## src/rtl/xadc_scan_pkg.sv

```systemverilog
// Shared state encoding, widths and DRP channel address table for the XADC scanner.
package xadc_scan_pkg;

  localparam int unsigned CH_W   = 4;
  localparam int unsigned DATA_W = 12;
  localparam int unsigned ADDR_W = 7;

  typedef enum logic [2:0] {
    STARTUP   = 3'd0,
    WAIT_EOC  = 3'd1,
    READ_REQ  = 3'd2,
    READ_WAIT = 3'd3,
    PUBLISH   = 3'd4
  } scan_state_e;

  // ch0 is the dedicated VP/VN pair; ch1..ch12 are the auxiliary inputs.
  localparam logic [ADDR_W-1:0] CH_ADDR [13] = '{
    7'h03, 7'h10, 7'h11, 7'h12, 7'h13, 7'h14, 7'h15,
    7'h16, 7'h17, 7'h18, 7'h19, 7'h1A, 7'h1B
  };

endpackage

```

## src/rtl/xadc_drp_read.sv

```systemverilog
// Single DRP read transaction: one-cycle den, wait for drdy, abandon after DRP_TIMEOUT cycles.
module xadc_drp_read
  import xadc_scan_pkg::*;
#(
  parameter int unsigned DRP_TIMEOUT = 255
) (
  input  logic              clk,
  input  logic              rst,
  input  logic              start,
  input  logic [ADDR_W-1:0] addr,
  input  logic [DATA_W-1:0] rd_word,
  input  logic              drdy,
  output logic              den,
  output logic [ADDR_W-1:0] daddr,
  output logic [DATA_W-1:0] data,
  output logic              done,
  output logic              timeout
);

  localparam int unsigned TW = $clog2(DRP_TIMEOUT + 1);

  logic          pending;
  logic          active;
  logic [TW-1:0] tcnt;

  // The den cycle itself does not accept drdy; waiting starts the cycle after.
  assign active  = pending && !den;
  assign done    = active && drdy;
  assign timeout = active && !drdy && (tcnt == TW'(DRP_TIMEOUT - 1));
  assign data    = rd_word;

  always_ff @(posedge clk or posedge rst) begin
    if (rst) begin
      den     <= 1'b0;
      daddr   <= '0;
      pending <= 1'b0;
      tcnt    <= '0;
    end else begin
      den <= start;
      if (start) begin
        daddr   <= addr;
        pending <= 1'b1;
        tcnt    <= '0;
      end else if (done || timeout) begin
        pending <= 1'b0;
        tcnt    <= '0;
      end else if (active) begin
        tcnt <= tcnt + TW'(1);
      end
    end
  end

endmodule

```

## src/rtl/xadc_channel_scanner.sv

```systemverilog
// Round-robin XADC channel sequencer publishing one 12-bit sample per DRP read.
// Define XADC_SCAN_AVG_EN to publish the truncated mean of four reads per channel.
module xadc_channel_scanner
  import xadc_scan_pkg::*;
#(
  parameter int unsigned N_CH           = 13,
  parameter int unsigned STARTUP_CYCLES = 64,
  parameter int unsigned DRP_TIMEOUT    = 255
) (
  input  logic              clk,
  input  logic              rst,
  input  logic              enable,
  input  logic              eoc,
  output logic              den,
  output logic              dwe,
  output logic [ADDR_W-1:0] daddr,
  input  logic [15:0]       do_in,
  input  logic              drdy,
  output logic              sample_valid,
  output logic [CH_W-1:0]   sample_ch,
  output logic [DATA_W-1:0] sample_data,
  output logic              busy,
  output logic              timeout_err
);

  localparam int unsigned SCNT_W = $clog2(STARTUP_CYCLES + 1);

  scan_state_e       state, state_nx;
  logic [CH_W-1:0]   ch, ch_nx;
  logic [SCNT_W-1:0] scnt;
  logic              start, rd_done, rd_timeout, last_read, publish;
  logic [DATA_W-1:0] rd_data, pub_data;
  logic              unused_lsbs;

  assign unused_lsbs = ^do_in[3:0];
  assign dwe         = 1'b0;
  assign start       = (state == WAIT_EOC) && enable && eoc;
  assign ch_nx       = (ch == CH_W'(N_CH - 1)) ? '0 : ch + CH_W'(1);
  assign publish     = (state == READ_WAIT) && rd_done && last_read;

  xadc_drp_read #(
    .DRP_TIMEOUT(DRP_TIMEOUT)
  ) u_drp_read (
    .clk     (clk),
    .rst     (rst),
    .start   (start),
    .addr    (CH_ADDR[ch]),
    .rd_word (do_in[15:4]),
    .drdy    (drdy),
    .den     (den),
    .daddr   (daddr),
    .data    (rd_data),
    .done    (rd_done),
    .timeout (rd_timeout)
  );

`ifdef XADC_SCAN_AVG_EN
  logic [13:0] acc, sum;
  logic [1:0]  rd_cnt;

  assign sum       = acc + {2'b00, rd_data};
  assign last_read = (rd_cnt == 2'd3);
  assign pub_data  = sum[13:2];

  always_ff @(posedge clk or posedge rst) begin
    if (rst) begin
      acc    <= '0;
      rd_cnt <= '0;
    end else if (state == READ_WAIT) begin
      if (rd_done) begin
        if (last_read) begin
          acc    <= '0;
          rd_cnt <= '0;
        end else begin
          acc    <= sum;
          rd_cnt <= rd_cnt + 2'd1;
        end
      end else if (rd_timeout) begin
        acc    <= '0;
        rd_cnt <= '0;
      end
    end
  end
`else
  assign last_read = 1'b1;
  assign pub_data  = rd_data;
`endif

  always_comb begin
    state_nx = state;
    unique case (state)
      STARTUP:   if (scnt == SCNT_W'(STARTUP_CYCLES - 1)) state_nx = WAIT_EOC;
      WAIT_EOC:  if (start) state_nx = READ_REQ;
      READ_REQ:  state_nx = READ_WAIT;
      READ_WAIT: begin
        if (rd_done)         state_nx = last_read ? PUBLISH : WAIT_EOC;
        else if (rd_timeout) state_nx = WAIT_EOC;
      end
      PUBLISH:   state_nx = WAIT_EOC;
      default:   state_nx = STARTUP;
    endcase
  end

  always_ff @(posedge clk or posedge rst) begin
    if (rst) begin
      state        <= STARTUP;
      ch           <= '0;
      scnt         <= '0;
      sample_valid <= 1'b0;
      sample_ch    <= '0;
      sample_data  <= '0;
      busy         <= 1'b0;
      timeout_err  <= 1'b0;
    end else begin
      state        <= state_nx;
      busy         <= (state_nx == READ_REQ) || (state_nx == READ_WAIT);
      sample_valid <= publish;
      if (state == STARTUP) scnt <= scnt + SCNT_W'(1);
      if (publish) begin
        sample_ch   <= ch;
        sample_data <= pub_data;
      end
      // A timed-out channel is skipped so one dead input cannot stall the scan.
      if ((state == READ_WAIT) && rd_timeout) begin
        timeout_err <= 1'b1;
        ch          <= ch_nx;
      end
      if (state == PUBLISH) ch <= ch_nx;
    end
  end

endmodule

```

## config.mk

```make
export PLATFORM = sky130hd
export DESIGN_NAME = xadc_channel_scanner
export DESIGN_NICKNAME = d
export VERILOG_FILES = /design/src/rtl/xadc_scan_pkg.sv /design/src/rtl/xadc_drp_read.sv /design/src/rtl/xadc_channel_scanner.sv
export SDC_FILE = /design/constraint.sdc
export NUM_CORES = 1
export LEC_CHECK = 0
export CAP_MARGIN = 25
export CELL_PAD_IN_SITES_DETAIL_PLACEMENT = 1
export CELL_PAD_IN_SITES_GLOBAL_PLACEMENT = 1
export CORE_MARGIN = 2
export CORE_UTILIZATION = 28
export CTS_CLUSTER_DIAMETER = 60
export DETAILED_ROUTE_END_ITERATION = 6
export DONT_BUFFER_PORTS = 1
export PLACE_DENSITY_LB_ADDON = 0.1
export SKIP_CTS_REPAIR_TIMING = 1
export SLEW_MARGIN = 40
export SYNTH_ARGS = -nofsm -noshare
export SYNTH_HDL_FRONTEND = slang
export SYNTH_SLANG_ARGS = --single-unit
```

## constraint.sdc

```tcl
create_clock -name clk -period 1.85 [get_ports clk]
set_input_delay 0.0925 -clock clk [delete_from_list [all_inputs] [get_ports clk]]
set_output_delay 0.0925 -clock clk [all_outputs]
set_load 0.02 [all_outputs]
```

* Word level (Yosys, flattened, before mapping)
Memory sizes are Yosys's and may differ from the RTL's. A register that Yosys moved wholly into a read port is not among the register bits. Index checks and enable logic that the tools add are counted. W data, S select, Z words.
Storage, ports and cells: memories kept 1, logic and storage cells 54, memory bits (read-only) 112, register bits 43
Operators by class: bitwise logic cells 1, reduce and logical (&&, ||, !) cells 16, multiplexer cells 13, equality and inequality tests 9, add/subtract/negate cells 3
Memory list:
- (name not given) | words 16, width 7, rd ports 1, clocked after Yosys merged registers in 1, write ports 0, line xadc_channel_scanner.sv:47 | .addr (CH_ADDR[ch]),
Operators by type and width (count):
- $mux W8 | 3
- $pmux W3 S5 | 1
- $eq A3 B2 Y1 const B | 4
- $mux W3 | 4
- $mux W4 | 3
- $add A8 B1 Y8 const B | 1
- $eq A8 B8 Y1 const B | 1
- $logic_and A1 B1 Y1 | 8
- $add A7 B1 Y7 const B | 1
- $eq A7 B6 Y1 const B | 1
- $not A4 Y5 | 1
- $add A4 B1 Y4 const B | 1
- $eq A4 B4 Y1 const B | 1
- $reduce_bool A2 Y1 | 2
- $eq A3 B1 Y1 const B | 1
- $eq A3 B3 Y1 const B | 1
- $logic_not A3 Y1 | 1
- $reduce_bool A3 Y1 | 1
- $logic_not A1 Y1 | 2
- $logic_or A1 B1 Y1 | 2
- $mux W1 | 2

* Longest topological paths before layout
Gate-level depths: netlist of run 1.
depth after elaboration 9, gate-level depth with buffers 8, depth with buffers taken out 7

* Modules after synthesis
Synthesis of run 1 repeated with hierarchy kept, for this count alone.
Unflattened totals: cell total of the unflattened synthesis 206, area total of the unflattened synthesis 2439.8 um^2
Modules (own cells, without submodules):
- xadc_channel_scanner | instances 1, sequential area each 825.8 um^2, cells each 121, area an instance 1521.5 um^2
- xadc_drp_read | instances 1, sequential area each 425.4 um^2, cells each 85, area an instance 918.4 um^2

* Least setup slack after synthesis of run 1
OpenSTA, ideal clock, no wires.
path type reg-to-reg, start point register u_drp_read.den, end point register sample_data[10], slack 0.103 ns, stages on the path, launching flop included 7, arrival 1.623 ns, required time 1.725 ns, period minus slack after synthesis 1.747 ns, library setup time 0.125 ns, path through dfrtp_1 and2b_1 buf_4 nand2_1 nor2_4 buf_6 mux2_2
On the way: longest elaborated chain between the ends 4
Ends and longest elaborated chain:
- from (decl) | line xadc_drp_read.sv:13 | output logic den,
- from (signal assigned) | line xadc_drp_read.sv:39 | den <= start;
- $logic_not A1 Y1 | line xadc_drp_read.sv:27 | assign active = pending && !den;
- $logic_and A1 B1 Y1 | line xadc_drp_read.sv:27
- $logic_and A1 B1 Y1 | line xadc_drp_read.sv:28 | assign done = active && drdy;
- $logic_and A1 B1 Y1 | line xadc_channel_scanner.sv:39 | assign publish = (state == READ_WAIT) && rd_done && last_read;
- named net publish | line xadc_channel_scanner.sv:31 | logic start, rd_done, rd_timeout, last_read, publish;
- to (signal assigned) | line xadc_channel_scanner.sv:121 | sample_data <= pub_data;
- to (decl) | line xadc_channel_scanner.sv:21 | output logic [DATA_W-1:0] sample_data,
The timed path passes the listed nets, and every way through them passes these cells. A chain may end at the register's enable or synchronous reset.

* Worst setup path after layout of run 1
start point register u_drp_read.tcnt[0], end point register ch[1]
On the way: longest elaborated chain between the ends 4
Ends and longest elaborated chain:
- from (decl) | line xadc_drp_read.sv:24 | logic [TW-1:0] tcnt;
- from (signal assigned) | line xadc_drp_read.sv:48 | tcnt <= tcnt + TW'(1);
- $eq A8 B8 Y1 | line xadc_drp_read.sv:29 | assign timeout = active && !drdy && (tcnt == TW'(DRP_TIMEOUT - 1));
- $logic_and A1 B1 Y1 | line xadc_drp_read.sv:29
- $logic_and A1 B1 Y1 | line xadc_channel_scanner.sv:124 | if ((state == READ_WAIT) && rd_timeout) begin
- $reduce_bool A2 Y1 (no source line)
- to (signal assigned) | line xadc_channel_scanner.sv:126 | ch <= ch_nx;
- to (signal assigned) | line xadc_channel_scanner.sv:128 | if (state == PUBLISH) ch <= ch_nx;
- to (decl) | line xadc_channel_scanner.sv:29 | logic [CH_W-1:0] ch, ch_nx;
Every way passes these cells.

==> results of run 1 <==
-- report_power, final --
group | total, uW | switching [uW] | internal, uW
combinational | 54.9 | 31.8 | 23.1
sequential | 1050 | 0 | 1050
clock | 645 | 341 | 304
total | 1750 | 373 | 1380
-- state kept, by name (all words and copies together) (netlist names) --
register,count
sample_ch,4
scnt,7
timeout_err,1
sample_data,12
u_drp_read.tcnt,8
ch,4
sample_valid,1
state,3
u_drp_read.den,1
u_drp_read.daddr,5
busy,1
u_drp_read.pending,1
-- metal layers --
metal / share of wire / GRT usage
met1: 0.40 / 0.132
met2: 0.52 / 0.192
met3: 0.067 / 0.0460
met4: 0.0079 / 0.0299
met5: 0 / 0
-- kinds of logic (layout without fill, tap and decap cells) --
group	count (synthesis)	count (layout)
AOI/OAI and AO/OA	27	27
xor gates and xnor gates	12	12
adders and majority gates	6	6
buffers and inverters	15	38
DFF	48	48
muxes	18	18
other	1	3
and+or+nand+nor	56	56
-- cell type report --
cell class                 instances  area (sq um)
clock buffer                       7          86.3
sequential                        48          1200
fill                             854          4990
tap                              102           128
clock inverter                     1          7.51
multi-input combinational        122           931
timing repair buffer              24           238
inverter                           6          22.5
-- worst max-delay path, cell delays in order (launching register included) --
cell,delay [ns]
dfrtp_1,0.39
inv_2,0.07
ha_4,0.11
nand4_1,0.13
nor4b_4,0.43
a32oi_4,0.23
mux2_4,0.34
-- stage by stage --
step                      setup WS [ns]  total power (uW)
after floorplan                   0.103              1100
after global placement            0.103              1100
after detailed placement         0.0458              1100
after CTS                        0.0234              1770
after global routing            -0.0560              1840
final                            0.0386              1750
-- placed cells by master, fill, tap and decap left out, types with 2 or more instances in the layout --
| cell | count |
|---|---|
| nand2b_1 | 2 |
| buf_12 | 2 |
| buf_4 | 9 |
| o21ai_0 | 3 |
| inv_1 | 4 |
| a21o_1 | 2 |
| nand2_1 | 14 |
| nor3_1 | 2 |
| nand3_1 | 2 |
| conb_1 | 3 |
| a31oi_1 | 3 |
| inv_2 | 2 |
| dfrtp_1 | 48 |
| xor2_1 | 5 |
| xnor2_1 | 7 |
| mux2_2 | 17 |
| ha_1 | 5 |
| o21bai_1 | 2 |
| and2b_1 | 2 |
| nand4_1 | 6 |
| o21ai_1 | 3 |
| clkbuf_8 | 6 |
| nor2_1 | 18 |
| dlygate4sd3_1 | 13 |
| a21oi_1 | 7 |
-- worst paths after layout --
check / end / slack, ns / cells after the start
worst max-delay path: ch[1] / 0.04 / 6
worst min register to register: scnt[5] / 0.47 / 1
min in group asynchronous: scnt[1] / 0.28 / 2
max in group asynchronous: sample_data[5] / 1.06 / 3
worst max register to register: ch[1] / 0.04 / 6
worst min-delay path: state[2] / 0.04 / 2
==> key figures, run 1 <==
Synthesis
  • Synth async-reset ratio: 1.00
  • Top area cells in the synthesized netlist: dfrtp_1, mux2_2, ha_1, nor2_1, xnor2_1
  • Post-Synth XOR/XNOR Area: 0.0484
  • Commonest cells post-synth: dfrtp_1, mux2_2, nor2_1, nand2_1
  • Post-Synth Adder-Cell Area: 0.0345
  • Register area share after synthesis: 0.553
  • Largest family of logic cells by synthesized area: simple AND/OR/NAND/NOR gates
  • Post-synth EDFFs: 0
  • Synth Area in Simple Gates: 0.147
  • Syn Area/Cell: 11.9 sq um
  • Count leader, synth: dfrtp_1
  • Seq cells post-synth: 48
  • Post-synth top area cell: dfrtp_1
  • Ys Warns: 0
  • Top_reg_cell synth: dfrtp_1
  • Mapped Cells: 183
  • Netlist cell types: 38
  • Mux contribution to synthesized area: 0.0933
  • Synth Area in Compound Gates: 0.0835
  • Synthesized area: 2170 sq um
  • Top-area cell type share of the netlist area: 0.553

Detailed routing
  • Vias per cell: approximately 4.6
  • Antenna viol nets, final: 0
  • Initial DRC count: 40
  • Final wirelength: 4.53 mm
  • Detailed-router iteration count before antenna repair: 4
  • DR vias: between 1000 and 1500
  • DRC: 0
  • Wire per inst: 14.6 um

Cells and area
  • Share of layout cells above drive strength 1: 0.240
  • Fin util: 0.344
  • Cell area after layout: around 2600 sq um
  • Final #Nets: about 230
  • Layout area overhead: 20.3%
  • # diodes: 0
  • Non-Filler Instances: a little over 300

Min path
  • Hold Crit Start: drdy
  • Hold/Removal Path Class: in -> reg

Global route
  • Global-route wire length before repair: between 7 and 8 mm
  • Largest net degree at the start of global routing: 29
  • Congestion Overflow GR: 0
  • Gr usage total: 0.113
  • Number of antenna violations at the first check in global routing: 0
  • Vias in the first global route: approximately 1600

Timing
  • WHS: approximately 0.04 ns
  • Final TNS setup: 0 ns
  • Fin. Hold Viols: 0
  • RSZ-0062 raised after global routing: yes
  • Clock Skew: around 0.006 ns
  • Final setup vio count: 0
  • Fin crit period: about 1.8 ns
  • Final Slew Violations: 0
  • Max Clk Rate: about 0.55 GHz
  • Final worst path period share: 0.979

Clock tree
  • Cts bufs inserted: 5
  • CTS tree: built
  • CTS max path bufs: 2
  • Worst-Skew Late Latency: between 0.2 and 0.3 ns
  • Clk pin slew, worst setup/hold paths: around 0.09 ns
  • CTS Root Cell: clkbuf_8
  • Clock Sinks: 48
  • H-tree Lvls: 2

Floorplan
  • Die Height: approximately 92 um
  • Row cnt: 32
  • Io pins: 49
  • Die extent in x: roughly 90 um
  • Initial Utilization: 0.286
  • Die area: approximately 8500 sq um
  • Core area: between 7000 and 8000 sq um

Pwr
  • Pwr/cell area: 669 nW/um^2
  • Leak Pwr: around 0.0012 uW
  • Worst VDD drop: 0.330 mV

Worst setup path
  • Crit-path max FO: 7
  • Worst EP arrival: ~2 ns
  • Critical path startpoint: u_drp_read.tcnt[0]
  • RR Startpoint: u_drp_read.tcnt[0]
  • Worst EP required: 2.04 ns
  • Kind of start point of the critical path: flip-flop
  • Crit end category: flip-flop
  • Critical Setup Path Class: reg -> reg

Placed design
  • PortBufs: 0
  • RePlAce Congestion: approximately 0.76
  • Placed cell count: about 290
  • Placed wire-length estimate after detailed placement: around 3.2 mm
  • Post-DP Area: roughly 2300 sq um

Run status
  • Status: finished clean

Run
  • Max-Cap Viols: 0
Note: power is estimated with default switching activity, not from simulation.
==> run 2, diff against run 1 <==
--- a/config.mk
+++ b/config.mk
@@ -13,7 +13,7 @@
 export CTS_CLUSTER_DIAMETER = 60
 export DETAILED_ROUTE_END_ITERATION = 6
 export DONT_BUFFER_PORTS = 1
-export PLACE_DENSITY_LB_ADDON = 0.1
+export PLACE_DENSITY = 0.52
 export SKIP_CTS_REPAIR_TIMING = 1
 export SLEW_MARGIN = 40
 export SYNTH_ARGS = -nofsm -noshare
==> key figures, run 2 (synthesis gave the netlist of run 1 again) <==
Floorplan
  • Io pins: 49 (unchanged)
  • Die Height: 92.1 um (unchanged)
  • Row cnt: 32 (unchanged)
  • Die extent in x: 92.1 um (unchanged)
  • Initial Utilization: 0.286 (unchanged)
  • Core area: 7610 sq um (unchanged)
  • Die area: 8480 sq um (unchanged)

Timing
  • Clock Skew: 0.00511 ns (-0.000721 ns)
  • Final Slew Violations: 0 (unchanged)
  • RSZ-0062 raised after global routing: no
  • Final setup vio count: 0 (unchanged)
  • Fin crit period: 1.75 ns (-0.0629 ns)
  • Fin. Hold Viols: 0 (unchanged)
  • Final worst path period share: 0.945 (-0.0340)
  • Max Clk Rate: 0.572 GHz (+3.6%)
  • Final TNS setup: 0 ns (unchanged)

Cells and area
  • Share of layout cells above drive strength 1: 0.236 (-0.00481)
  • Most common cell after layout, fill and taps aside: dfrtp_1
  • Largest registers: sample_data x12, u_drp_read.tcnt x8, scnt x7
  • Commonest non-fill, non-tap cells in the layout: dfrtp_1, mux2_2, nor2_1
  • # diodes: 0 (unchanged)
  • Final #Nets: 234 (unchanged)
  • # fillers: 849 (-0.59%)
  • Layout area overhead: 20.2% (about the same)
  • Most flops, register: sample_data
  • Max reg flops: 12 (unchanged)

Worst setup path
  • CP max-delay cell: dfrtp_1
  • Worst EP required: 2.09 ns (+0.05 ns)
  • Kind of start point of the critical path: flip-flop
  • Worst path max stage delay: 0.38 ns (-0.05 ns)
  • RR Startpoint: u_drp_read.tcnt[0]
  • Critical path endpoint: ch[0]
  • Crit end category: flip-flop
  • Critical path startpoint: u_drp_read.tcnt[0]
  • Worst R2R Path Depth: 7 (+1)
  • Critical Setup Path Class: reg -> reg
  • Flop2flop setup slack: 0.10 ns (+0.06 ns)
  • Worst EP arrival: 1.99 ns (about the same)
  • CP Cell Sequence: inv_1 > ha_1 > nand4_1 > nor4b_4 > a32oi_4 > a311oi_2 > a21o_1
  • Critical R2R Capture: ch[0]
  • Crit-path max FO: 7 (unchanged)

Detailed routing
  • Detailed-router iteration count before antenna repair: 4 (unchanged)
  • DRC: 0 (unchanged)
  • Final wirelength: 4.47 mm (-1.4%)
  • Wire per inst: 14.4 um (-1.4%)
  • Vias per cell: 4.52 (-1.6%)
  • DR vias: 1402 (-1.6%)
  • Initial DRC count: 35 (-13%)
  • Antenna viol nets, final: 0 (unchanged)

Clock tree
  • Clock Sinks: 48 (unchanged)
  • Cts bufs inserted: 5 (unchanged)
  • CTS tree: built
  • Clk pin slew, worst setup/hold paths: 0.09 ns (about the same)
  • CTS max path bufs: 2 (unchanged)
  • CTS Root Cell: clkbuf_8
  • H-tree Lvls: 2 (unchanged)
  • Worst-Skew Late Latency: 0.30 ns (about the same)

Pwr
  • Overall Power: 1900 uW (+8.7%)
  • Worst VDD drop: 0.407 mV (+23%)
  • Leak Pwr: 0.00120 uW (+0.76%)
  • Pwr/cell area: 727 nW/um^2 (+8.8%)

Run status
  • Status: finished clean

Global route
  • Global-route wire length before repair: 7.65 mm (about the same)
  • Congestion Overflow GR: 0 (unchanged)
  • Gr usage total: 0.114 (+0.000623)
  • Vias in the first global route: 1524 (-3.7%)
  • Number of antenna violations at the first check in global routing: 0 (unchanged)
  • Largest net degree at the start of global routing: 21 (-28%)

Placed design
  • Placed wire-length estimate after detailed placement: 3.25 mm (+1.3%)
  • PortBufs: 0 (unchanged)
  • RePlAce Congestion: 0.758 (-0.86%)

Min path
  • Hold/Removal Path Class: in -> reg

Run
  • Max-Cap Viols: 0 (unchanged)
-- run 2: area by class of cell --
class	count	area (sq um)	area share
Timing Repair Buffer	24	225	0.0862
Tap cell	102	128	0.0489
Clock inverter	2	38.8	0.0148
Inverter	6	22.5	0.00862
Clock buffer	6	82.6	0.0316
Multi-Input combinational cell	122	915	0.350
Sequential cell	48	1200	0.460
-- run 2: per-stage QoR --
stage	cell area, sq um	utilization	worst slack, ns	std cells	hold WS (ns)
2_1_floorplan	2180	-	0.103	185	0.244
3_3_place_gp	2330	0.307	0.103	288	-0.0248
3_5_place_dp	2330	0.307	0.0798	288	-0.0116
4_1_cts	2450	0.323	0.0590	296	-0.352
5_1_grt	2610	0.343	0.00709	310	0.0472
6_report	2610	0.343	0.101	310	0.0389
-- run 2: worst max-delay path, delay by kind of cell (launching register included) --
family                     cells  cell delay, ns
DFF                            1            0.38
AOI/OAI and AO/OA              3            0.59
buffers and inverters          1            0.06
and+or+nand+nor                2            0.52
adders and majority gates      1            0.15
-- run 2: power by group --
group / total (uW) / internal, uW / switching, uW
Sequential: 1050 / 1050 / 0
Combinational: 52.5 / 21.6 / 30.9
Clock: 800 / 442 / 358
-- run 2: worst min-delay path by stage --
stage,startpoint,end,slack (ns),cells after the start
finish,drdy,state[2],0.04,2
global route,drdy,state[2],0.05,2
detailed placement,rst,scnt[2],-0.01,1
CTS,rst,state[2],-0.35,1
floorplan,do_in[14],sample_data[10],0.24,1
global placement,rst,scnt[1],-0.02,1
-- run 2: metal layers --
metal,vias up,track usage,part of all wire
li1,671,-,-
met1,683,0.148,0.42
met2,43,0.180,0.50
met3,5,0.0419,0.068
met4,0,0.0299,0.0098
met5,-,0,0
